`config.mk`:
```
export PLATFORM = sky130hd
export DESIGN_NAME = fix_tag_search_flat
export DESIGN_NICKNAME = d
export VERILOG_FILES = /design/src/rtl/fix_tag_search_if.sv /design/src/rtl/fix_tag_search.sv /design/src/flat_wrapper.sv
export SDC_FILE = /design/constraint.sdc
export NUM_CORES = 1
export LEC_CHECK = 0
export CORE_MARGIN = 8
export CORE_UTILIZATION = 35
export CTS_CLUSTER_SIZE = 14
export DETAILED_ROUTE_END_ITERATION = 8
export PLACE_DENSITY_LB_ADDON = 0.2
export SYNTH_ARGS = -nofsm -noshare
export SYNTH_HDL_FRONTEND = slang
export SYNTH_SLANG_ARGS = --single-unit
```
`constraint.sdc`:
```
create_clock -name clk -period 9.95 [get_ports clk]
set_clock_uncertainty 0.05 [all_clocks]
set_input_delay 2.4875 -clock clk [delete_from_list [all_inputs] [get_ports clk]]
set_output_delay 2.4875 -clock clk [all_outputs]
set_load 0.02 [all_outputs]
```
`src/rtl/fix_tag_search_if.sv`:
```
// ---------------------------------------------------------------------------
// fix_tag_search_if
// Bundles the search request, the message-buffer read port and the result
// signals of the FIX tag-lookup engine.
//   slave  : the tag-search engine (consumes request/read data, drives
//            read port and results)
//   master : the requester together with the message buffer (drives the
//            request and read data, observes read port and results)
// Signal names keep the engine's point of view (_i into the engine,
// _o out of it).
// ---------------------------------------------------------------------------
interface fix_tag_search_if #(
  parameter int TAG_WIDTH  = 32,
  parameter int ADDR_WIDTH = 10
);
  // Search request
  logic                  search_tag_i;
  logic [TAG_WIDTH-1:0]  tag_i;
  logic [ADDR_WIDTH-1:0] start_addr_i;
  logic [ADDR_WIDTH-1:0] end_addr_i;
  // Message-buffer read port
  logic                  mem_rd_en_o;
  logic [ADDR_WIDTH-1:0] mem_addr_o;
  logic [7:0]            mem_rd_data_i;
  // Status and results
  logic                  busy_o;
  logic                  done_o;
  logic                  found_o;
  logic                  error_o;
  logic [ADDR_WIDTH-1:0] value_start_o;
  logic [ADDR_WIDTH-1:0] value_len_o;

  modport slave (
    input  search_tag_i, tag_i, start_addr_i, end_addr_i, mem_rd_data_i,
    output mem_rd_en_o, mem_addr_o, busy_o, done_o, found_o, error_o,
           value_start_o, value_len_o
  );

  modport master (
    output search_tag_i, tag_i, start_addr_i, end_addr_i, mem_rd_data_i,
    input  mem_rd_en_o, mem_addr_o, busy_o, done_o, found_o, error_o,
           value_start_o, value_len_o
  );
endinterface

```
`src/rtl/fix_tag_search.sv`:
```
// ---------------------------------------------------------------------------
// fix_tag_search
// Scans one stored FIX message (inclusive byte range start..end of the
// message buffer) for the first "tag=value<SOH>" field whose decimal tag
// equals the requested binary tag, and reports where its value lives.
//
// Ports:
//   clk  - rising-edge clock
//   rst  - synchronous active-high reset (aborts a scan, no done pulse)
//   bus  - fix_tag_search_if.slave:
//            search_tag_i/tag_i/start_addr_i/end_addr_i : request (IDLE only)
//            mem_rd_en_o/mem_addr_o/mem_rd_data_i       : buffer read port,
//                                                         1-cycle read latency
//            busy_o/done_o                               : status
//            found_o/error_o/value_start_o/value_len_o  : results, held from
//                                                         done_o until the next
//                                                         accepted request
//
// Read pipeline: one address is issued per cycle; the byte for the address
// issued in cycle c is parsed in cycle c+1. Because issue runs one byte
// ahead of parsing, termination can leave one read in flight; its data is
// simply never looked at.
// ---------------------------------------------------------------------------
module fix_tag_search #(
  parameter int TAG_WIDTH  = 32,
  parameter int ADDR_WIDTH = 10
) (
  input logic            clk,
  input logic            rst,
  fix_tag_search_if.slave bus
);

  typedef enum logic [1:0] {
    S_IDLE,
    S_SCAN_TAG,
    S_SCAN_VALUE,
    S_FINISH
  } state_e;

  localparam logic [7:0] CH_SOH  = 8'h01;
  localparam logic [7:0] CH_EQ   = 8'h3D;
  localparam logic [7:0] CH_ZERO = 8'h30;
  localparam logic [7:0] CH_NINE = 8'h39;

  // Control
  state_e                state_q,      state_d;
  logic                  bad_range_q,  bad_range_d;
  // Latched request
  logic [TAG_WIDTH-1:0]  tag_q,        tag_d;
  logic [ADDR_WIDTH-1:0] end_q,        end_d;
  // Parser state
  logic [TAG_WIDTH-1:0]  acc_q,        acc_d;
  logic                  digit_seen_q, digit_seen_d;
  logic                  match_q,      match_d;
  // Read issue and returning-byte tracking
  logic                  rd_en_q,      rd_en_d;
  logic [ADDR_WIDTH-1:0] rd_addr_q,    rd_addr_d;
  logic                  byte_vld_q,   byte_vld_d;
  logic [ADDR_WIDTH-1:0] byte_addr_q,  byte_addr_d;
  // Results
  logic                  found_q,      found_d;
  logic                  error_q,      error_d;
  logic [ADDR_WIDTH-1:0] vstart_q,     vstart_d;
  logic [ADDR_WIDTH-1:0] vlen_q,       vlen_d;

  // Byte decode
  logic [7:0] cur_byte;
  logic       is_digit;
  logic       scan_done;

  assign cur_byte = bus.mem_rd_data_i;
  assign is_digit = (cur_byte >= CH_ZERO) && (cur_byte <= CH_NINE);

  // -------------------------------------------------------------------------
  // Next-state / datapath
  // -------------------------------------------------------------------------
  always_comb begin
    // NOTE: every signal driven here gets a default first, so no path can
    // leave one unassigned and infer a latch.
    state_d      = state_q;
    bad_range_d  = bad_range_q;
    tag_d        = tag_q;
    end_d        = end_q;
    acc_d        = acc_q;
    digit_seen_d = digit_seen_q;
    match_d      = match_q;
    rd_en_d      = 1'b0;
    rd_addr_d    = rd_addr_q;
    byte_vld_d   = 1'b0;
    byte_addr_d  = byte_addr_q;
    found_d      = found_q;
    error_d      = error_q;
    vstart_d     = vstart_q;
    vlen_d       = vlen_q;
    scan_done    = 1'b0;

    unique case (state_q)
      S_IDLE: begin
        if (bus.search_tag_i) begin
          tag_d        = bus.tag_i;
          end_d        = bus.end_addr_i;
          acc_d        = '0;
          digit_seen_d = 1'b0;
          match_d      = 1'b0;
          found_d      = 1'b0;
          error_d      = 1'b0;
          vstart_d     = '0;
          vlen_d       = '0;
          bad_range_d  = bus.start_addr_i > bus.end_addr_i;
          // An inverted range spends one busy cycle in SCAN_TAG without
          // reading anything, so its done pulse lines up one cycle later.
          rd_en_d      = !(bus.start_addr_i > bus.end_addr_i);
          rd_addr_d    = bus.start_addr_i;
          state_d      = S_SCAN_TAG;
        end
      end

      S_SCAN_TAG, S_SCAN_VALUE: begin
        if (bad_range_q) begin
          error_d = 1'b1;
          state_d = S_FINISH;
        end else begin
          // Keep one read in flight; stop issuing after end address.
          byte_vld_d  = rd_en_q;
          byte_addr_d = rd_addr_q;
          if (rd_en_q && (rd_addr_q != end_q)) begin
            rd_en_d   = 1'b1;
            rd_addr_d = rd_addr_q + ADDR_WIDTH'(1);
          end

          if (byte_vld_q) begin
            if (state_q == S_SCAN_TAG) begin
              if (is_digit) begin
                // Decimal accumulate, wrapping modulo 2^TAG_WIDTH.
                acc_d        = (acc_q * TAG_WIDTH'(10)) + TAG_WIDTH'(cur_byte[3:0]);
                digit_seen_d = 1'b1;
              end else if ((cur_byte == CH_EQ) && digit_seen_q) begin
                match_d  = (acc_q == tag_q);
                vstart_d = byte_addr_q + ADDR_WIDTH'(1);
                vlen_d   = '0;
                state_d  = S_SCAN_VALUE;
              end else begin
                // Non-digit in a tag, or '=' with no digits before it.
                error_d   = 1'b1;
                found_d   = 1'b0;
                scan_done = 1'b1;
              end
            end else begin
              if (cur_byte == CH_SOH) begin
                if (match_q) begin
                  found_d   = 1'b1;
                  scan_done = 1'b1;
                end else begin
                  acc_d        = '0;
                  digit_seen_d = 1'b0;
                  state_d      = S_SCAN_TAG;
                end
              end else begin
                vlen_d = vlen_q + ADDR_WIDTH'(1);
              end
            end

            // Message exhausted without an explicit terminator: only an
            // open matching value counts as found; everything else is a
            // clean miss (including a trailing partial tag).
            if (!scan_done && (byte_addr_q == end_q)) begin
              found_d   = (state_d == S_SCAN_VALUE) && match_d;
              scan_done = 1'b1;
            end
          end

          if (scan_done) begin
            rd_en_d    = 1'b0;
            byte_vld_d = 1'b0;
            state_d    = S_FINISH;
          end
        end
      end

      S_FINISH: begin
        state_d = S_IDLE;
      end

      default: begin
        state_d = S_IDLE;
      end
    endcase
  end

  // -------------------------------------------------------------------------
  // State registers
  // -------------------------------------------------------------------------
  always_ff @(posedge clk) begin
    // NOTE: clocked state uses non-blocking assignments so every flop samples
    // the pre-edge value of every other flop, independent of statement order.
    if (rst) begin
      state_q      <= S_IDLE;
      bad_range_q  <= 1'b0;
      tag_q        <= '0;
      end_q        <= '0;
      acc_q        <= '0;
      digit_seen_q <= 1'b0;
      match_q      <= 1'b0;
      rd_en_q      <= 1'b0;
      rd_addr_q    <= '0;
      byte_vld_q   <= 1'b0;
      byte_addr_q  <= '0;
      found_q      <= 1'b0;
      error_q      <= 1'b0;
      vstart_q     <= '0;
      vlen_q       <= '0;
    end else begin
      state_q      <= state_d;
      bad_range_q  <= bad_range_d;
      tag_q        <= tag_d;
      end_q        <= end_d;
      acc_q        <= acc_d;
      digit_seen_q <= digit_seen_d;
      match_q      <= match_d;
      rd_en_q      <= rd_en_d;
      rd_addr_q    <= rd_addr_d;
      byte_vld_q   <= byte_vld_d;
      byte_addr_q  <= byte_addr_d;
      found_q      <= found_d;
      error_q      <= error_d;
      vstart_q     <= vstart_d;
      vlen_q       <= vlen_d;
    end
  end

  // -------------------------------------------------------------------------
  // Outputs
  // -------------------------------------------------------------------------
  assign bus.mem_rd_en_o   = rd_en_q;
  assign bus.mem_addr_o    = rd_addr_q;
  assign bus.busy_o        = (state_q == S_SCAN_TAG) || (state_q == S_SCAN_VALUE);
  assign bus.done_o        = (state_q == S_FINISH);
  assign bus.found_o       = found_q;
  assign bus.error_o       = error_q;
  assign bus.value_start_o = vstart_q;
  assign bus.value_len_o   = vlen_q;

endmodule

```
`src/flat_wrapper.sv`:
```
// flat-port wrapper written by rule: the top's interface ports become plain ports
module fix_tag_search_flat 
#(
  parameter int TAG_WIDTH  = 32,
  parameter int ADDR_WIDTH = 10
)
  (clk, rst, bus_search_tag_i, bus_tag_i, bus_start_addr_i, bus_end_addr_i, bus_mem_rd_data_i, bus_mem_rd_en_o, bus_mem_addr_o, bus_busy_o, bus_done_o, bus_found_o, bus_error_o, bus_value_start_o, bus_value_len_o);
  fix_tag_search_if #(.TAG_WIDTH(TAG_WIDTH), .ADDR_WIDTH(ADDR_WIDTH)) bus_i ();
  input logic clk;
  input logic rst;
  input wire logic [$bits(bus_i.search_tag_i)-1:0] bus_search_tag_i;
  input wire logic [$bits(bus_i.tag_i)-1:0] bus_tag_i;
  input wire logic [$bits(bus_i.start_addr_i)-1:0] bus_start_addr_i;
  input wire logic [$bits(bus_i.end_addr_i)-1:0] bus_end_addr_i;
  input wire logic [$bits(bus_i.mem_rd_data_i)-1:0] bus_mem_rd_data_i;
  output wire logic [$bits(bus_i.mem_rd_en_o)-1:0] bus_mem_rd_en_o;
  output wire logic [$bits(bus_i.mem_addr_o)-1:0] bus_mem_addr_o;
  output wire logic [$bits(bus_i.busy_o)-1:0] bus_busy_o;
  output wire logic [$bits(bus_i.done_o)-1:0] bus_done_o;
  output wire logic [$bits(bus_i.found_o)-1:0] bus_found_o;
  output wire logic [$bits(bus_i.error_o)-1:0] bus_error_o;
  output wire logic [$bits(bus_i.value_start_o)-1:0] bus_value_start_o;
  output wire logic [$bits(bus_i.value_len_o)-1:0] bus_value_len_o;
  assign bus_i.search_tag_i = bus_search_tag_i;
  assign bus_i.tag_i = bus_tag_i;
  assign bus_i.start_addr_i = bus_start_addr_i;
  assign bus_i.end_addr_i = bus_end_addr_i;
  assign bus_i.mem_rd_data_i = bus_mem_rd_data_i;
  assign bus_mem_rd_en_o = bus_i.mem_rd_en_o;
  assign bus_mem_addr_o = bus_i.mem_addr_o;
  assign bus_busy_o = bus_i.busy_o;
  assign bus_done_o = bus_i.done_o;
  assign bus_found_o = bus_i.found_o;
  assign bus_error_o = bus_i.error_o;
  assign bus_value_start_o = bus_i.value_start_o;
  assign bus_value_len_o = bus_i.value_len_o;
  fix_tag_search #(.TAG_WIDTH(TAG_WIDTH), .ADDR_WIDTH(ADDR_WIDTH)) u_core (.clk(clk), .rst(rst), .bus(bus_i));
endmodule
```
==> summary.md <==
| Metric | Value |
|---|---|
| Status | `complete, no violations` |
| P&R area growth vs syn | `20.1%` |
| CTS clock-pin slew for the worst setup and hold paths | `about 0.060 ns` |
| RSZ-0062 raised after global routing | `false` |
| Top cells by area, synth | `dfxtp_1 (28%), ha_1 (11%), nand2_1 (7.4%)` |
| Top FF cell, synth | `dfxtp_1` |
| Antenna fix cells | `0` |
| Leading cell type in the layout, fill and taps excluded | `nand2_1` |
| Slew Viols, Final | `0` |
| CTS root buffer | `clkbuf_16` |
| R2R Setup Slk | `roughly 5.8 ns` |
| Clock Latency Late Sink | `about 0.42 ns` |
| 1st-iter DRT viols | `525` |
| Number of synthesized register bits | `~120` |
| CTS sink cnt | `~120` |
| Grt ovf | `0` |
| I/O Pins | `between 90 and 100` |
| CTS max path bufs | `2` |
| Vias in the first global route | `7738` |
| Worst slew margin | `around 19%` |
| Setup crit start kind | `input port` |
| Fill count | `roughly 2500` |
| Footprint of the multi-input gates | `around 6100 um2` |
| Ys Warns | `0` |
| Total track usage | `about 17%` |
| Fraction of layout cells with a size suffix above 1 | `6.47%` |
| CP Data Required Time | `10.25 ns` |
| Final period utilization | `between 50% and 60%` |
| Die width | `between 150 and 200 um` |
| DPL Wire Length | `roughly 21 mm` |
| Asr flop ratio synth | `0%` |
| Setup TNS | `0 ns` |
| Cell Rows | `58` |
| Yosys top cell area share | `around 28%` |
| Util after Layout | `a little over two fifths` |
| Initial antenna violation count | `0` |
| H-tree levels | `4` |
| LEAKAGE | `approximately 4.2 nW` |
| Routed vias/inst | `roughly 5.4` |
| Sequential fraction of the synthesis area | `between 20 and 30%` |
| Finish-stage setup viols | `0` |
| Post-route ant nets | `0` |
| I/O Buffers | `97` |
| Peak VDD IR | `~0.08 mV` |
| CTS tree | `done` |
| Worst-Margin Slew | `between 1 and 1.5 ns` |
| DR DRC count | `0` |
| Most frequent cells in the layout | `nand2_1 (176), dfxtp_1 (123), a21oi_1 (111)` |
| Die Area | `about 31000 um2` |
| DR pass1 iterations | `7` |
| DR vias | `8144` |
| Synth Instances | `1114` |
| Global-route wire length before repair | `43.4 mm` |
| Final net count | `between 1000 and 1500` |
| Storage cell area | `~2500 um2` |
| Peak fanout along the critical path | `28` |
| Starting Density | `between 30% and 40%` |
| Worst min path class | `reg2reg` |
| RD Place Congestion | `between 0.8 and 0.9` |
| CTS Buf Count | `17` |
| Wire per inst | `17.7 um` |
| Die H | `roughly 180 um` |
| Synth cell types | `between 80 and 90` |
| Post-synth EDFFs | `0` |
| Syn Nets | `approximately 1300` |
| DRT Wirelength | `27.0 mm` |
| Placeable Area | `between 20000 and 30000 um2` |
| Max-cap violations | `0` |
| Resized Gates After CTS | `0` |
| Mapped Avg Cell Area | `7.98 um2` |
| CP arrival | `5.56 ns` |
| Final hold violations | `0` |
| Cell area after synthesis | `8890 um2` |
| Setup Buffers After CTS | `0` |
| Largest net degree at the start of global routing | `57` |
| Area leader, netlist | `dfxtp_1` |
| Fmax | `roughly 190 MHz` |
| CP endpoint kind | `register` |
| Final period demand of the worst path | `5.27 ns` |
| CTS Hold Buffers Added | `0` |
| P per Cell Area | `148 nW/um2` |
| Total power draw | `1.58 mW` |
| Critical path class | `in2reg` |
-- final timing paths --
| check | startpoint | end | cells after the start |
|---|---|---|---|
| worst max-delay path | bus_mem_rd_data_i[2] | u_core.acc_q[31] | 8 |
| worst min-delay path | u_core.bus.value_start_o[7] | u_core.bus.value_start_o[7] | 2 |
| worst max register to register | u_core.acc_q[1] | u_core.acc_q[31] | 12 |
| worst min register to register | u_core.bus.value_start_o[7] | u_core.bus.value_start_o[7] | 2 |
-- per-stage QoR --
step | std cells | setup WS, ns | instance area (um2) | hold slack, ns
6_report | 1521 | 4.68 | 10700 | 0.398
4_1_cts | 1521 | 4.68 | 10700 | 0.403
3_5_place_dp | 1489 | 4.28 | 10100 | 0.396
5_1_grt | 1521 | 4.53 | 10700 | 0.421
3_3_place_gp | 1489 | 4.30 | 10100 | 0.387
2_1_floorplan | 1114 | 5.14 | 8890 | 0.399
-- critical path, stage by stage --
cell	delay, ns
clkdlybuf4s50_1	0.54
or4_1	0.57
or3_1	0.37
a221o_1	0.36
buf_4	0.24
nor3_2	0.56
or2b_1	0.28
o211ai_1	0.14
-- layer usage --
metal / track usage (%) / up-vias / wire [um]
li1: - / 4134 / -
met1: 25.0 / 3794 / 13400
met2: 26.6 / 197 / 12100
met3: 3.20 / 19 / 1300
met4: 3.89 / 0 / 254
met5: 0 / - / 0
-- kinds of logic (layout without fill, tap and decap cells) --
group,Yosys count,after routing,synth area share [%]
flip-flops,123,123,27.7
buffers and inverters,79,156,3.76
multiplexers,13,13,1.49
adder cells (fa/ha/maj),77,77,11.0
AO/OA/AOI/OAI,275,275,21.0
AND/OR/NAND/NOR,442,442,24.5
XOR/XNOR,105,105,10.5
-- cell usage after synthesis, drive strengths merged, types with 6 or more instances --
master	n
nand3	42
nor3	18
mux2i	11
nor4	10
o211ai	8
a21oi	112
a21o	12
xor2	34
xnor2	71
dfxtp	123
and3	15
buf	17
a22oi	22
nor4b	6
nor2	90
and2	11
a22o	7
inv	22
nand2	176
o21ai	39
nand2b	8
and4	6
a211oi	17
or3	14
o21a	13
ha	75
nand4	25
clkbuf	40
-- flip-flops by register name (all words and copies together), names as in the netlist --
signal	flops
u_core.bus.mem_rd_en_o	1
u_core.bus.value_len_o	10
u_core.bad_range_q	1
u_core.tag_q	32
u_core.state_q	2
u_core.bus.mem_addr_o	10
u_core.bus.value_start_o	10
u_core.digit_seen_q	1
u_core.bus.error_o	1
u_core.end_q	10
u_core.acc_q	32
u_core.bus.found_o	1
u_core.byte_addr_q	10
u_core.match_q	1
u_core.byte_vld_q	1
-- final cells by class --
class	instances	share of cell area [%]
clock inverters	14	1.72
clock buffers	18	4.02
well taps	330	3.87
flip-flops and latches	123	23.1
inverters	22	0.774
repair buffers	102	9.43
multi-input cells	912	57.1
-- report_power, final --
group | switching [mW] | total [mW] | internal [mW] | leakage (nW)
Sequential | 0.0491 | 0.577 | 0.528 | 1.00
Combinational | 0.208 | 0.348 | 0.140 | 2.87
Clock | 0.251 | 0.650 | 0.399 | 0.292
Total | 0.507 | 1.58 | 1.07 | 4.16
No activity file was read; power rests on OpenSTA's default activity.
